==> src/rtl/irq_pkg.sv <==
// Shared types and constants for the external-interrupt controller.
package irq_pkg;

  typedef enum logic [1:0] {
    ST_IDLE = 2'd0,
    ST_REQ  = 2'd1,
    ST_SVC  = 2'd2
  } irq_state_e;

  localparam logic [1:0] ADDR_ENABLE  = 2'd0;
  localparam logic [1:0] ADDR_MODE    = 2'd1;
  localparam logic [1:0] ADDR_PENDING = 2'd2;
  localparam logic [1:0] ADDR_STATUS  = 2'd3;

  localparam int unsigned RDATA_W          = 32;
  localparam int unsigned STATUS_STATE_LSB = 0;
  localparam int unsigned STATUS_ID_LSB    = 8;

endpackage

==> src/rtl/irq_sync_edge.sv <==
// Two-flop synchroniser for one async line, plus a previous-value flop for rise detection.
module irq_sync_edge (
  input  logic clk,
  input  logic rst_n,
  input  logic d,
  output logic lvl,
  output logic rise
);

  logic s1_q, s2_q, prev_q;

  always_ff @(posedge clk or negedge rst_n) begin
    if (!rst_n) begin
      s1_q   <= 1'b0;
      s2_q   <= 1'b0;
      prev_q <= 1'b0;
    end else begin
      s1_q   <= d;
      s2_q   <= s1_q;
      prev_q <= s2_q;
    end
  end

  assign lvl  = s2_q;
  assign rise = s2_q & ~prev_q;

endmodule

==> src/rtl/ext_irq_ctrl.sv <==
// External-interrupt controller: per-channel capture, masking, fixed priority and
// a request/ack/eoi handshake keeping a single interrupt in flight.
module ext_irq_ctrl #(
  parameter int unsigned N_CH = 31,
  parameter int unsigned ID_W = (N_CH > 1) ? $clog2(N_CH) : 1
) (
  input  logic              Clk,
  input  logic              Rst,
  input  logic [N_CH-1:0]   i_ext,
  input  logic              cfg_we,
  input  logic              cfg_re,
  input  logic [1:0]        cfg_addr,
  input  logic [N_CH-1:0]   cfg_wdata,
  output logic [31:0]       cfg_rdata,
  output logic              o_irq,
  output logic [ID_W-1:0]   o_irq_id,
  input  logic              i_irq_ack,
  input  logic              i_irq_eoi
);
  import irq_pkg::*;

  localparam int unsigned ELIG_W = 32'd1 << ID_W;

  irq_state_e          state_q, state_d;
  logic [N_CH-1:0]     lvl, rise;
  logic [N_CH-1:0]     enable_q, mode_q, pend_q, pend_d;
  logic [N_CH-1:0]     elig, mode_chg, pend_clr;
  logic [ELIG_W-1:0]   elig_x;
  logic [ID_W-1:0]     win_id, id_d;
  logic                irq_d, any_elig, ack_fire;
  logic                en_wr, mode_wr, pend_wr;
  logic [RDATA_W-1:0]  rdata_d, status;

  for (genvar g = 0; g < N_CH; g++) begin : g_sync
    irq_sync_edge u_sync (
      .clk   (Clk),
      .rst_n (Rst),
      .d     (i_ext[g]),
      .lvl   (lvl[g]),
      .rise  (rise[g])
    );
  end

  assign en_wr    = cfg_we && (cfg_addr == ADDR_ENABLE);
  assign mode_wr  = cfg_we && (cfg_addr == ADDR_MODE);
  assign pend_wr  = cfg_we && (cfg_addr == ADDR_PENDING);
  assign mode_chg = mode_wr ? (mode_q ^ cfg_wdata) : '0;

  assign elig     = pend_q & enable_q;
  assign elig_x   = ELIG_W'(elig);
  assign any_elig = |elig;

  // Lowest index wins: scan from the top so the last hit is the smallest.
  always_comb begin
    win_id = '0;
    for (int i = int'(N_CH) - 1; i >= 0; i--) begin
      if (elig[i]) win_id = ID_W'(i);
    end
  end

  always_comb begin
    pend_clr = '0;
    for (int i = 0; i < int'(N_CH); i++) begin
      pend_clr[i] = (ack_fire && (o_irq_id == ID_W'(i))) || (pend_wr && cfg_wdata[i]);
    end
  end

  // Edge channels: a rise beats any clear landing in the same cycle.
  always_comb begin
    pend_d = pend_q;
    for (int i = 0; i < int'(N_CH); i++) begin
      if (mode_chg[i])       pend_d[i] = 1'b0;
      else if (!mode_q[i])   pend_d[i] = lvl[i];
      else if (rise[i])      pend_d[i] = 1'b1;
      else if (pend_clr[i])  pend_d[i] = 1'b0;
    end
  end

  always_comb begin
    state_d  = state_q;
    irq_d    = 1'b0;
    id_d     = o_irq_id;
    ack_fire = 1'b0;
    unique case (state_q)
      ST_IDLE: begin
        if (any_elig) begin
          state_d = ST_REQ;
          irq_d   = 1'b1;
          id_d    = win_id;
        end
      end
      ST_REQ: begin
        if (i_irq_ack) begin
          ack_fire = 1'b1;
          state_d  = ST_SVC;
        end else if (!elig_x[o_irq_id]) begin
          state_d = ST_IDLE;
        end else begin
          irq_d = 1'b1;
        end
      end
      ST_SVC: begin
        if (i_irq_eoi) state_d = ST_IDLE;
      end
      default: state_d = ST_IDLE;
    endcase
  end

  always_comb begin
    status = '0;
    status[STATUS_STATE_LSB +: 2]  = state_q;
    status[STATUS_ID_LSB +: ID_W] = o_irq_id;
  end

  always_comb begin
    rdata_d = '0;
    unique case (cfg_addr)
      ADDR_ENABLE:  rdata_d = RDATA_W'(enable_q);
      ADDR_MODE:    rdata_d = RDATA_W'(mode_q);
      ADDR_PENDING: rdata_d = RDATA_W'(pend_q);
      ADDR_STATUS:  rdata_d = status;
      default:      rdata_d = '0;
    endcase
  end

  always_ff @(posedge Clk or negedge Rst) begin
    if (!Rst) begin
      state_q   <= ST_IDLE;
      o_irq     <= 1'b0;
      o_irq_id  <= '0;
      enable_q  <= '0;
      mode_q    <= '0;
      pend_q    <= '0;
      cfg_rdata <= '0;
    end else begin
      state_q  <= state_d;
      o_irq    <= irq_d;
      o_irq_id <= id_d;
      pend_q   <= pend_d;
      if (en_wr)   enable_q  <= cfg_wdata;
      if (mode_wr) mode_q    <= cfg_wdata;
      if (cfg_re)  cfg_rdata <= rdata_d;
    end
  end

endmodule

==> config.mk <==
export PLATFORM = sky130hd
export DESIGN_NAME = ext_irq_ctrl
export DESIGN_NICKNAME = d
export VERILOG_FILES = /design/src/rtl/irq_pkg.sv /design/src/rtl/irq_sync_edge.sv /design/src/rtl/ext_irq_ctrl.sv
export SDC_FILE = /design/constraint.sdc
export NUM_CORES = 1
export LEC_CHECK = 0
export CORE_MARGIN = 3
export CORE_UTILIZATION = 40
export DETAILED_ROUTE_END_ITERATION = 16
export HOLD_SLACK_MARGIN = 0.05
export SKIP_LAST_GASP = 1
export SYNTH_ARGS = -nofsm -noshare
export SYNTH_HDL_FRONTEND = slang
export SYNTH_HIERARCHICAL = 1
export SYNTH_SLANG_ARGS = --single-unit
==> constraint.sdc <==
create_clock -name Clk -period 3.7 [get_ports Clk]
set_input_delay 0.74 -clock Clk [delete_from_list [all_inputs] [get_ports Clk]]
set_output_delay 0.74 -clock Clk [all_outputs]
set_load 0.05 [all_outputs]
==> results of run 1 <==
[cell type report]
type,instances,area share
clock buffers,34,0.05916
clock inverters,8,0.006052
inverters,35,0.01096
multi-input cells,561,0.3202
flip-flops and latches,225,0.4695
well taps,319,0.03328
repair buffers,123,0.1008
[cells in the mapped netlist (all sizes together), types with 3 or more instances]
| cell | count | area, um^2 |
|---|---|---|
| a21oi | 53 | 265.3 |
| a22oi | 13 | 107.6 |
| mux4 | 13 | 307.8 |
| nand3b | 3 | 22.52 |
| a211oi | 3 | 22.52 |
| mux2 | 38 | 427.9 |
| buf | 8 | 46.30 |
| dfrtp | 225 | 5630 |
| o21ai | 38 | 190.2 |
| nand3 | 7 | 35.03 |
| nand2b | 4 | 25.02 |
| a32o | 4 | 40.04 |
| clkbuf | 34 | 127.6 |
| nor2 | 60 | 225.2 |
| nand4 | 4 | 25.02 |
| mux2i | 24 | 240.2 |
| nand2 | 164 | 615.6 |
| o221ai | 31 | 271.5 |
| inv | 35 | 131.4 |
| a22o | 3 | 26.28 |
| a221oi | 31 | 271.5 |
| nor2b | 34 | 445.4 |
| and2 | 6 | 37.53 |
[worst paths after layout]
kind,from,to,slack [ns],cells after the start
max in group asynchronous,Rst,g_sync[3].u_sync/s1_q,2.50,2
worst min register to register,g_sync[27].u_sync/s1_q,g_sync[27].u_sync/lvl,0.34,0
worst max-delay path,o_irq_id[0],o_irq_id[0],0.76,1
worst max register to register,o_irq_id[0],o_irq,1.15,4
worst min-delay path,Rst,cfg_rdata[19],0.28,1
min in group Clk,g_sync[27].u_sync/s1_q,g_sync[27].u_sync/lvl,0.34,0
[logic make-up after synthesis]
logic type	Yosys count	synth area share
other	1	0.0003839
flip-flops	225	0.5764
AND/OR/NAND/NOR	292	0.1540
multiplexers	75	0.09991
buffers and inverters	77	0.03125
AO/OA/AOI/OAI	193	0.1381
[power by group]
| group | internal [mW] | switching, mW | leakage [nW] |
|---|---|---|---|
| combinational | 0.806 | 1.10 | 2.27 |
| clock | 1.40 | 0.956 | 0.391 |
| sequential | 2.80 | 0.404 | 2.68 |
| total | 5.01 | 2.46 | 5.34 |
[state kept, by name, indices dropped and copies added (netlist names)]
| register | count |
|---|---|
| o_irq_id | 5 |
| mode_q | 31 |
| o_irq | 1 |
| state_q | 2 |
| g_sync.u_sync/prev_q | 31 |
| g_sync.u_sync/lvl | 31 |
| enable_q | 31 |
| cfg_rdata | 31 |
| pend_q | 31 |
| g_sync.u_sync/s1_q | 31 |
[per-layer routing]
metal / part of all wire / GRT usage
met1: 0.47 / 0.2621
met2: 0.47 / 0.2896
met3: 0.047 / 0.03060
met4: 0.018 / 0.04149
met5: 0 / 0
[metrics by stage]
stage | cells | setup slack [ns] | instance area [um^2]
finish | 1305 | 0.7649 | 11990
global route | 1305 | 0.7037 | 11990
CTS | 1305 | 0.7692 | 11990
detailed placement | 1263 | 0.8861 | 11210
global placement | 1263 | 0.9337 | 11210
floorplan | 863 | 1.294 | 9768
==> report_table.html, run 1 <==
<table>
<tr><th>Metric</th><th>Value</th></tr>
<tr><th colspan="2">Global routing</th></tr>
<tr><td>Maximum number of pins on one net before global-route repair</td><td>104</td></tr>
<tr><td>Total global-route track usage</td><td>0.1816</td></tr>
<tr><td>Vias in the first global route</td><td>6853</td></tr>
<tr><td>Antenna violations before repair</td><td>0</td></tr>
<tr><td>Grt total ovfl</td><td>0</td></tr>
<tr><td>Global-route wire length before repair</td><td>38.46 mm</td></tr>
<tr><th colspan="2">Drt</th></tr>
<tr><td>Post-DR vias/cell</td><td>5.228</td></tr>
<tr><td>Number of nets still failing antenna checks after routing</td><td>0</td></tr>
<tr><td>Post-Route WL</td><td>23.77 mm</td></tr>
<tr><td>Vias after detailed routing</td><td>6822</td></tr>
<tr><td>Final routed DRC violation total</td><td>0</td></tr>
<tr><td>Total iterations of the first detailed-routing run</td><td>5</td></tr>
<tr><td>DRC violation total after the first TritonRoute iteration</td><td>471</td></tr>
<tr><td>Mean routed wirelength per cell</td><td>18.21 um</td></tr>
<tr><th colspan="2">Critical path</th></tr>
<tr><td>Delay of the slowest cell on the worst path</td><td>0.96 ns</td></tr>
<tr><td>Critical Path Sink Type</td><td>output pin</td></tr>
<tr><td>CP Launch Type</td><td>flip-flop</td></tr>
<tr><td>Critical-path top delay cell</td><td>clkdlybuf4s50_1</td></tr>
<tr><td>Buf+Inv Stages, Crit Path</td><td>1</td></tr>
<tr><td>Critical path fanouts, max</td><td>14</td></tr>
<tr><td>Data required time at the worst endpoint</td><td>2.96 ns</td></tr>
<tr><td>Largest delay share family, worst path</td><td>buffers and inverters</td></tr>
<tr><td>Chain of cells forming the critical path</td><td>clkdlybuf4s50_1</td></tr>
<tr><td>Type of the worst setup path</td><td>flip-flop to output pin</td></tr>
<tr><td>Endpoint arrival time on the critical path</td><td>2.20 ns</td></tr>
<tr><th colspan="2">CTS</th></tr>
<tr><td>TritonCTS buffer count</td><td>25</td></tr>
<tr><td>Number of buffers added to fix hold violations after cts</td><td>0</td></tr>
<tr><td>Latest clock arrival within the worst-skew pair</td><td>0.52 ns</td></tr>
<tr><td>Clock transition time at the flip-flop clock pins of the worst setup and hold paths</td><td>0.06 ns</td></tr>
<tr><td>Number of H-tree levels</td><td>1</td></tr>
<tr><td>TritonCTS clock tree</td><td>done</td></tr>
<tr><td>Total number of clock tree sinks</td><td>225</td></tr>
<tr><td>Post-cts gate resize count</td><td>0</td></tr>
<tr><td>Clock tree root buffer cell</td><td>clkbuf_16</td></tr>
<tr><td>CTS max path bufs</td><td>3</td></tr>
<tr><td>Setup fix buffers added after clock tree synthesis</td><td>0</td></tr>
<tr><th colspan="2">Synthesis</th></tr>
<tr><td>Count of cell types in the netlist</td><td>55</td></tr>
<tr><td>Ys Warns</td><td>6</td></tr>
<tr><td>Number of flops mapped to enable cells by yosys</td><td>0</td></tr>
<tr><td>Predominant post-synthesis flop cell</td><td>dfrtp_1</td></tr>
<tr><td>Synthesized instance count</td><td>863</td></tr>
<tr><td>Post-synthesis instance area</td><td>9768 um^2</td></tr>
<tr><td>Async SR Flop Fraction</td><td>1.000</td></tr>
<tr><td>Number of synthesized register bits</td><td>225</td></tr>
<tr><td>Net count after synthesis</td><td>933</td></tr>
<tr><td>Post-synthesis sequential area ratio</td><td>0.5764</td></tr>
<tr><td>Mean area per synthesized cell</td><td>11.32 um^2</td></tr>
<tr><th colspan="2">Timing</th></tr>
<tr><td>Unrepaired setup endpoints after global routing</td><td>false</td></tr>
<tr><td>Hold Worst Slack</td><td>0.2797 ns</td></tr>
<tr><td>FMAX</td><td>0.3407 GHz</td></tr>
<tr><td>Worst-margin pin slew</td><td>0.8265 ns</td></tr>
<tr><td>Hold violation total from the final report</td><td>0</td></tr>
<tr><td>Headroom to the max-slew limit</td><td>0.4490</td></tr>
<tr><td>Total count of max-transition violations in the final report</td><td>0</td></tr>
<tr><td>Worst clock skew on the final layout</td><td>0.01166 ns</td></tr>
<tr><td>Setup violation total in the final timing report</td><td>0</td></tr>
<tr><td>Minimum period implied by the final worst setup slack</td><td>2.935 ns</td></tr>
<tr><td>Total negative setup slack</td><td>0 ns</td></tr>
<tr><td>Portion of the clock cycle consumed by the worst path in the final layout</td><td>0.7933</td></tr>
<tr><th colspan="2">Place</th></tr>
<tr><td>GP Congestion</td><td>0.7910</td></tr>
<tr><td>Count of input and output buffers</td><td>106</td></tr>
<tr><td>Post-detail-place hpwl</td><td>16.22 mm</td></tr>
<tr><th colspan="2">Floorplanning</th></tr>
<tr><td>Die Outline Area</td><td>26330 um^2</td></tr>
<tr><td>Chip Width</td><td>162.3 um</td></tr>
<tr><td>Total I/O pin count</td><td>108</td></tr>
<tr><td>Placeable core area</td><td>23750 um^2</td></tr>
<tr><td>Number of rows created at floorplan</td><td>56</td></tr>
<tr><td>Initial standard-cell utilization of the core</td><td>0.4112</td></tr>
<tr><td>Height of the die</td><td>162.3 um</td></tr>
<tr><th colspan="2">Power and ir drop</th></tr>
<tr><td>Maximum vdd drop</td><td>371.8 uV</td></tr>
<tr><td>Leakage power</td><td>5.336 nW</td></tr>
<tr><td>Power density of the placed cells</td><td>623.3 nW/um^2</td></tr>
<tr><td>Post-layout total power</td><td>7.474 mW</td></tr>
<tr><th colspan="2">Cells and area</th></tr>
<tr><td>Share of cells above drive strength 1</td><td>0.1481</td></tr>
<tr><td>Highest-count cells in the layout ignoring fill and taps</td><td>dfrtp_1, nand2_1, clkdlybuf4s50_1, nor2_1, a21oi_1</td></tr>
<tr><td>Number of nets at the end of the flow</td><td>1041</td></tr>
<tr><td>Multi-input gate area in the final layout</td><td>3840 um^2</td></tr>
<tr><td>Area delta synth-&gt;final</td><td>22.76%</td></tr>
<tr><td>Final cell utilization of the core</td><td>0.5048</td></tr>
<tr><td>Final antenna diode count</td><td>0</td></tr>
<tr><td>Sequential Area</td><td>5630 um^2</td></tr>
<tr><td>Fill cell count</td><td>2081</td></tr>
<tr><td>Most frequent standard cell in the layout excluding fill and tap cells</td><td>dfrtp_1</td></tr>
<tr><th colspan="2">Run status</th></tr>
<tr><td>Run status</td><td>finished clean</td></tr>
<tr><th colspan="2">Run</th></tr>
<tr><td>Maximum Capacitance Violations</td><td>0</td></tr>
<tr><th colspan="2">Worst hold path</th></tr>
<tr><td>Type of the most critical hold path</td><td>primary input to asynchronous set/reset pin</td></tr>
</table>
No activity file was read; power rests on OpenSTA's default activity.
==> run 2: changes to the inputs <==
==> constraint.sdc (replaced) <==
create_clock -name Clk -period 2.9 [get_ports Clk]
set_input_delay 0.58 -clock Clk [delete_from_list [all_inputs] [get_ports Clk]]
set_output_delay 0.58 -clock Clk [all_outputs]
set_load 0.05 [all_outputs]
==> report_table.html, run 2 (synthesized netlist as in run 1, its figures left out) <==
<table>
<tr><th>Metric</th><th>Value</th></tr>
<tr><th colspan="2">Run status</th></tr>
<tr><td>Run status</td><td>finished clean</td></tr>
<tr><th colspan="2">Timing</th></tr>
<tr><td>Hold Worst Slack</td><td>0.3429 ns (+0.06322 ns)</td></tr>
<tr><td>Total negative setup slack</td><td>0 ns (unchanged)</td></tr>
<tr><td>FMAX</td><td>0.3719 GHz</td></tr>
<tr><td>Total count of max-transition violations in the final report</td><td>0 (unchanged)</td></tr>
<tr><td>Minimum period implied by the final worst setup slack</td><td>2.689 ns</td></tr>
<tr><td>Headroom to the max-slew limit</td><td>0.6272 (+0.1782)</td></tr>
<tr><td>Worst-margin pin slew</td><td>0.5581 ns (-0.2684 ns)</td></tr>
<tr><td>Portion of the clock cycle consumed by the worst path in the final layout</td><td>0.9272</td></tr>
<tr><td>Unrepaired setup endpoints after global routing</td><td>false</td></tr>
<tr><td>Hold violation total from the final report</td><td>0 (unchanged)</td></tr>
<tr><td>Worst clock skew on the final layout</td><td>0.009826 ns (-0.001838 ns)</td></tr>
<tr><td>Setup violation total in the final timing report</td><td>0 (unchanged)</td></tr>
<tr><th colspan="2">Cells and area</th></tr>
<tr><td>Number of nets at the end of the flow</td><td>1049 (+0.77%)</td></tr>
<tr><td>Area delta synth-&gt;final</td><td>23.83%</td></tr>
<tr><td>Final antenna diode count</td><td>0 (unchanged)</td></tr>
<tr><td>Share of cells above drive strength 1</td><td>0.1528 (+0.004691)</td></tr>
<tr><td>Highest-count cells in the layout ignoring fill and taps</td><td>dfrtp_1, nand2_1, clkdlybuf4s50_1, nor2_1, a21oi_1</td></tr>
<tr><td>Most frequent standard cell in the layout excluding fill and tap cells</td><td>dfrtp_1</td></tr>
<tr><td>Fill cell count</td><td>2107 (+1.2%)</td></tr>
<tr><th colspan="2">CTS</th></tr>
<tr><td>Clock transition time at the flip-flop clock pins of the worst setup and hold paths</td><td>0.06 ns (about the same)</td></tr>
<tr><td>TritonCTS buffer count</td><td>25 (unchanged)</td></tr>
<tr><td>Number of H-tree levels</td><td>1 (unchanged)</td></tr>
<tr><td>Clock tree root buffer cell</td><td>clkbuf_16</td></tr>
<tr><td>Latest clock arrival within the worst-skew pair</td><td>0.52 ns (about the same)</td></tr>
<tr><td>Post-cts gate resize count</td><td>0 (unchanged)</td></tr>
<tr><td>CTS max path bufs</td><td>3 (unchanged)</td></tr>
<tr><td>Total number of clock tree sinks</td><td>225 (unchanged)</td></tr>
<tr><td>TritonCTS clock tree</td><td>done</td></tr>
<tr><td>Setup fix buffers added after clock tree synthesis</td><td>0 (unchanged)</td></tr>
<tr><th colspan="2">Critical path</th></tr>
<tr><td>Chain of cells forming the critical path</td><td>clkdlybuf4s50_1</td></tr>
<tr><td>Endpoint arrival time on the critical path</td><td>2.11 ns (-0.09 ns)</td></tr>
<tr><td>Critical path fanouts, max</td><td>13 (-1)</td></tr>
<tr><td>Worst setup path startpoint</td><td>o_irq_id[2]</td></tr>
<tr><td>Reg-to-Reg Start</td><td>o_irq_id[0]</td></tr>
<tr><td>Buf+Inv Stages, Crit Path</td><td>1 (unchanged)</td></tr>
<tr><td>Data required time at the worst endpoint</td><td>2.32 ns (-0.64 ns)</td></tr>
<tr><td>Critical-path top delay cell</td><td>clkdlybuf4s50_1</td></tr>
<tr><td>Critical Path Sink Type</td><td>output pin</td></tr>
<tr><td>Worst reg-to-reg setup slack</td><td>0.48 ns (-0.67 ns)</td></tr>
<tr><td>Type of the worst setup path</td><td>flip-flop to output pin</td></tr>
<tr><td>Delay of the slowest cell on the worst path</td><td>0.91 ns (-0.05 ns)</td></tr>
<tr><td>Logic depth of the worst path, buffers included</td><td>1 (unchanged)</td></tr>
<tr><td>CP Launch Type</td><td>flip-flop</td></tr>
<tr><td>Largest delay share family, worst path</td><td>buffers and inverters</td></tr>
<tr><td>Destination of the worst register-to-register timing path</td><td>o_irq</td></tr>
<tr><td>R2r worst-path depth</td><td>4 (unchanged)</td></tr>
<tr><td>Worst setup path endpoint</td><td>o_irq_id[2]</td></tr>
<tr><th colspan="2">Global routing</th></tr>
<tr><td>Vias in the first global route</td><td>6992 (+2.0%)</td></tr>
<tr><td>Global-route met1 utilization</td><td>0.2789 (+0.01678)</td></tr>
<tr><td>Maximum number of pins on one net before global-route repair</td><td>69 (-34%)</td></tr>
<tr><td>Global-route wire length before repair</td><td>39.25 mm (+2.0%)</td></tr>
<tr><td>Total global-route track usage</td><td>0.1862 (+0.004579)</td></tr>
<tr><td>Antenna violations before repair</td><td>0 (unchanged)</td></tr>
<tr><td>M2 GR Usage</td><td>0.2903 (+0.0007610)</td></tr>
<tr><td>GRT busiest layer</td><td>met2</td></tr>
<tr><td>Grt total ovfl</td><td>0 (unchanged)</td></tr>
<tr><td>Met3 global-route usage</td><td>0.02805 (-0.002550)</td></tr>
<tr><th colspan="2">Place</th></tr>
<tr><td>GP Congestion</td><td>0.7983 (+0.92%)</td></tr>
<tr><td>Post-detail-place hpwl</td><td>16.28 mm (+0.36%)</td></tr>
<tr><td>Count of input and output buffers</td><td>106 (unchanged)</td></tr>
<tr><th colspan="2">Drt</th></tr>
<tr><td>Post-Route WL</td><td>23.91 mm (+0.61%)</td></tr>
<tr><td>Post-DR vias/cell</td><td>5.314 (+1.6%)</td></tr>
<tr><td>Final routed DRC violation total</td><td>0 (unchanged)</td></tr>
<tr><td>DRC violation total after the first TritonRoute iteration</td><td>433 (-8.1%)</td></tr>
<tr><td>Number of nets still failing antenna checks after routing</td><td>0 (unchanged)</td></tr>
<tr><td>Mean routed wirelength per cell</td><td>18.20 um (about the same)</td></tr>
<tr><td>Vias after detailed routing</td><td>6982 (+2.3%)</td></tr>
<tr><td>Total iterations of the first detailed-routing run</td><td>5 (unchanged)</td></tr>
<tr><th colspan="2">Floorplanning</th></tr>
<tr><td>Total I/O pin count</td><td>108 (unchanged)</td></tr>
<tr><td>Placeable core area</td><td>23750 um^2 (unchanged)</td></tr>
<tr><td>Die Outline Area</td><td>26330 um^2 (unchanged)</td></tr>
<tr><td>Initial standard-cell utilization of the core</td><td>0.4112 (unchanged)</td></tr>
<tr><td>Number of rows created at floorplan</td><td>56 (unchanged)</td></tr>
<tr><td>Height of the die</td><td>162.3 um (unchanged)</td></tr>
<tr><td>Chip Width</td><td>162.3 um (unchanged)</td></tr>
<tr><th colspan="2">Power and ir drop</th></tr>
<tr><td>Power density of the placed cells</td><td>798.5 nW/um^2 (+28%)</td></tr>
<tr><td>Maximum vdd drop</td><td>463.7 uV (+25%)</td></tr>
<tr><td>Leakage power</td><td>5.389 nW (+0.99%)</td></tr>
<tr><th colspan="2">Worst hold path</th></tr>
<tr><td>Instance count along the most critical hold path</td><td>0</td></tr>
<tr><td>Type of the most critical hold path</td><td>flip-flop to flip-flop</td></tr>
<tr><th colspan="2">Run</th></tr>
<tr><td>Maximum Capacitance Violations</td><td>0 (unchanged)</td></tr>
</table>
## run 2: cell count changes in the layout (fill, tap and decap cells not counted), sizes merged
cell	previous run	this run
clkbuf	34	38
buf	20	27
dlygate4sd3	0	1
inv	36	35
clkinv	6	4
## run 2: worst min-delay path by stage
stage / startpoint / slack (ns) / end
2_1_floorplan: Rst / 0.28 / cfg_rdata[0]
5_1_grt: g_sync[30].u_sync/s1_q / 0.35 / g_sync[30].u_sync/lvl
3_5_place_dp: g_sync[21].u_sync/s1_q / 0.33 / g_sync[21].u_sync/lvl
6_report: g_sync[22].u_sync/s1_q / 0.34 / g_sync[22].u_sync/lvl
4_1_cts: g_sync[6].u_sync/s1_q / 0.35 / g_sync[6].u_sync/lvl
3_3_place_gp: g_sync[25].u_sync/s1_q / 0.33 / g_sync[25].u_sync/lvl
## run 2: per-stage QoR
| step | cells | setup slack, ns | power (mW) | cell area, um^2 | util |
|---|---|---|---|---|---|
| 2_1_floorplan | 863 | 0.4938 | 5.616 | 9768 | - |
| 3_3_place_gp | 1270 | 0.4814 | 6.606 | 11290 | 0.4752 |
| 3_5_place_dp | 1270 | 0.4529 | 6.644 | 11290 | 0.4752 |
| 6_report | 1314 | 0.2111 | 9.658 | 12100 | 0.5092 |
| 5_1_grt | 1314 | 0.1090 | 10.18 | 12100 | 0.5092 |
| 4_1_cts | 1314 | 0.1809 | 9.753 | 12100 | 0.5092 |
## run 2: timing repair
action	4_1_cts	5_1_grt
endpoints found under the hold margin	41	0
setup endpoints to repair	0	0
hold buffers	1	0
## run 2: final cells by class
class	count	area (um^2)	share of cell area
sequential	225	5630	0.4655
timing repair buffer	131	1296	0.1072
multi-input combinational	561	3840	0.3175
inverter	35	131.4	0.01086
tap	319	399.1	0.03300
clock buffer	38	744.5	0.06155
clock inverter	5	53.80	0.004448
## run 2: where the power goes
group | total [mW] | leakage [nW] | internal (mW) | switching, mW
clock network | 3.07 | 0.395 | 1.84 | 1.22
logic | 2.52 | 2.31 | 1.08 | 1.44
registers | 4.07 | 2.68 | 3.58 | 0.492
total | 9.66 | 5.39 | 6.50 | 3.16
## run 2: layer usage
layer	share of wire	wire length, um
met2	0.45	10860
met5	0	0
met3	0.050	1199
met4	0.017	412
met1	0.48	11440
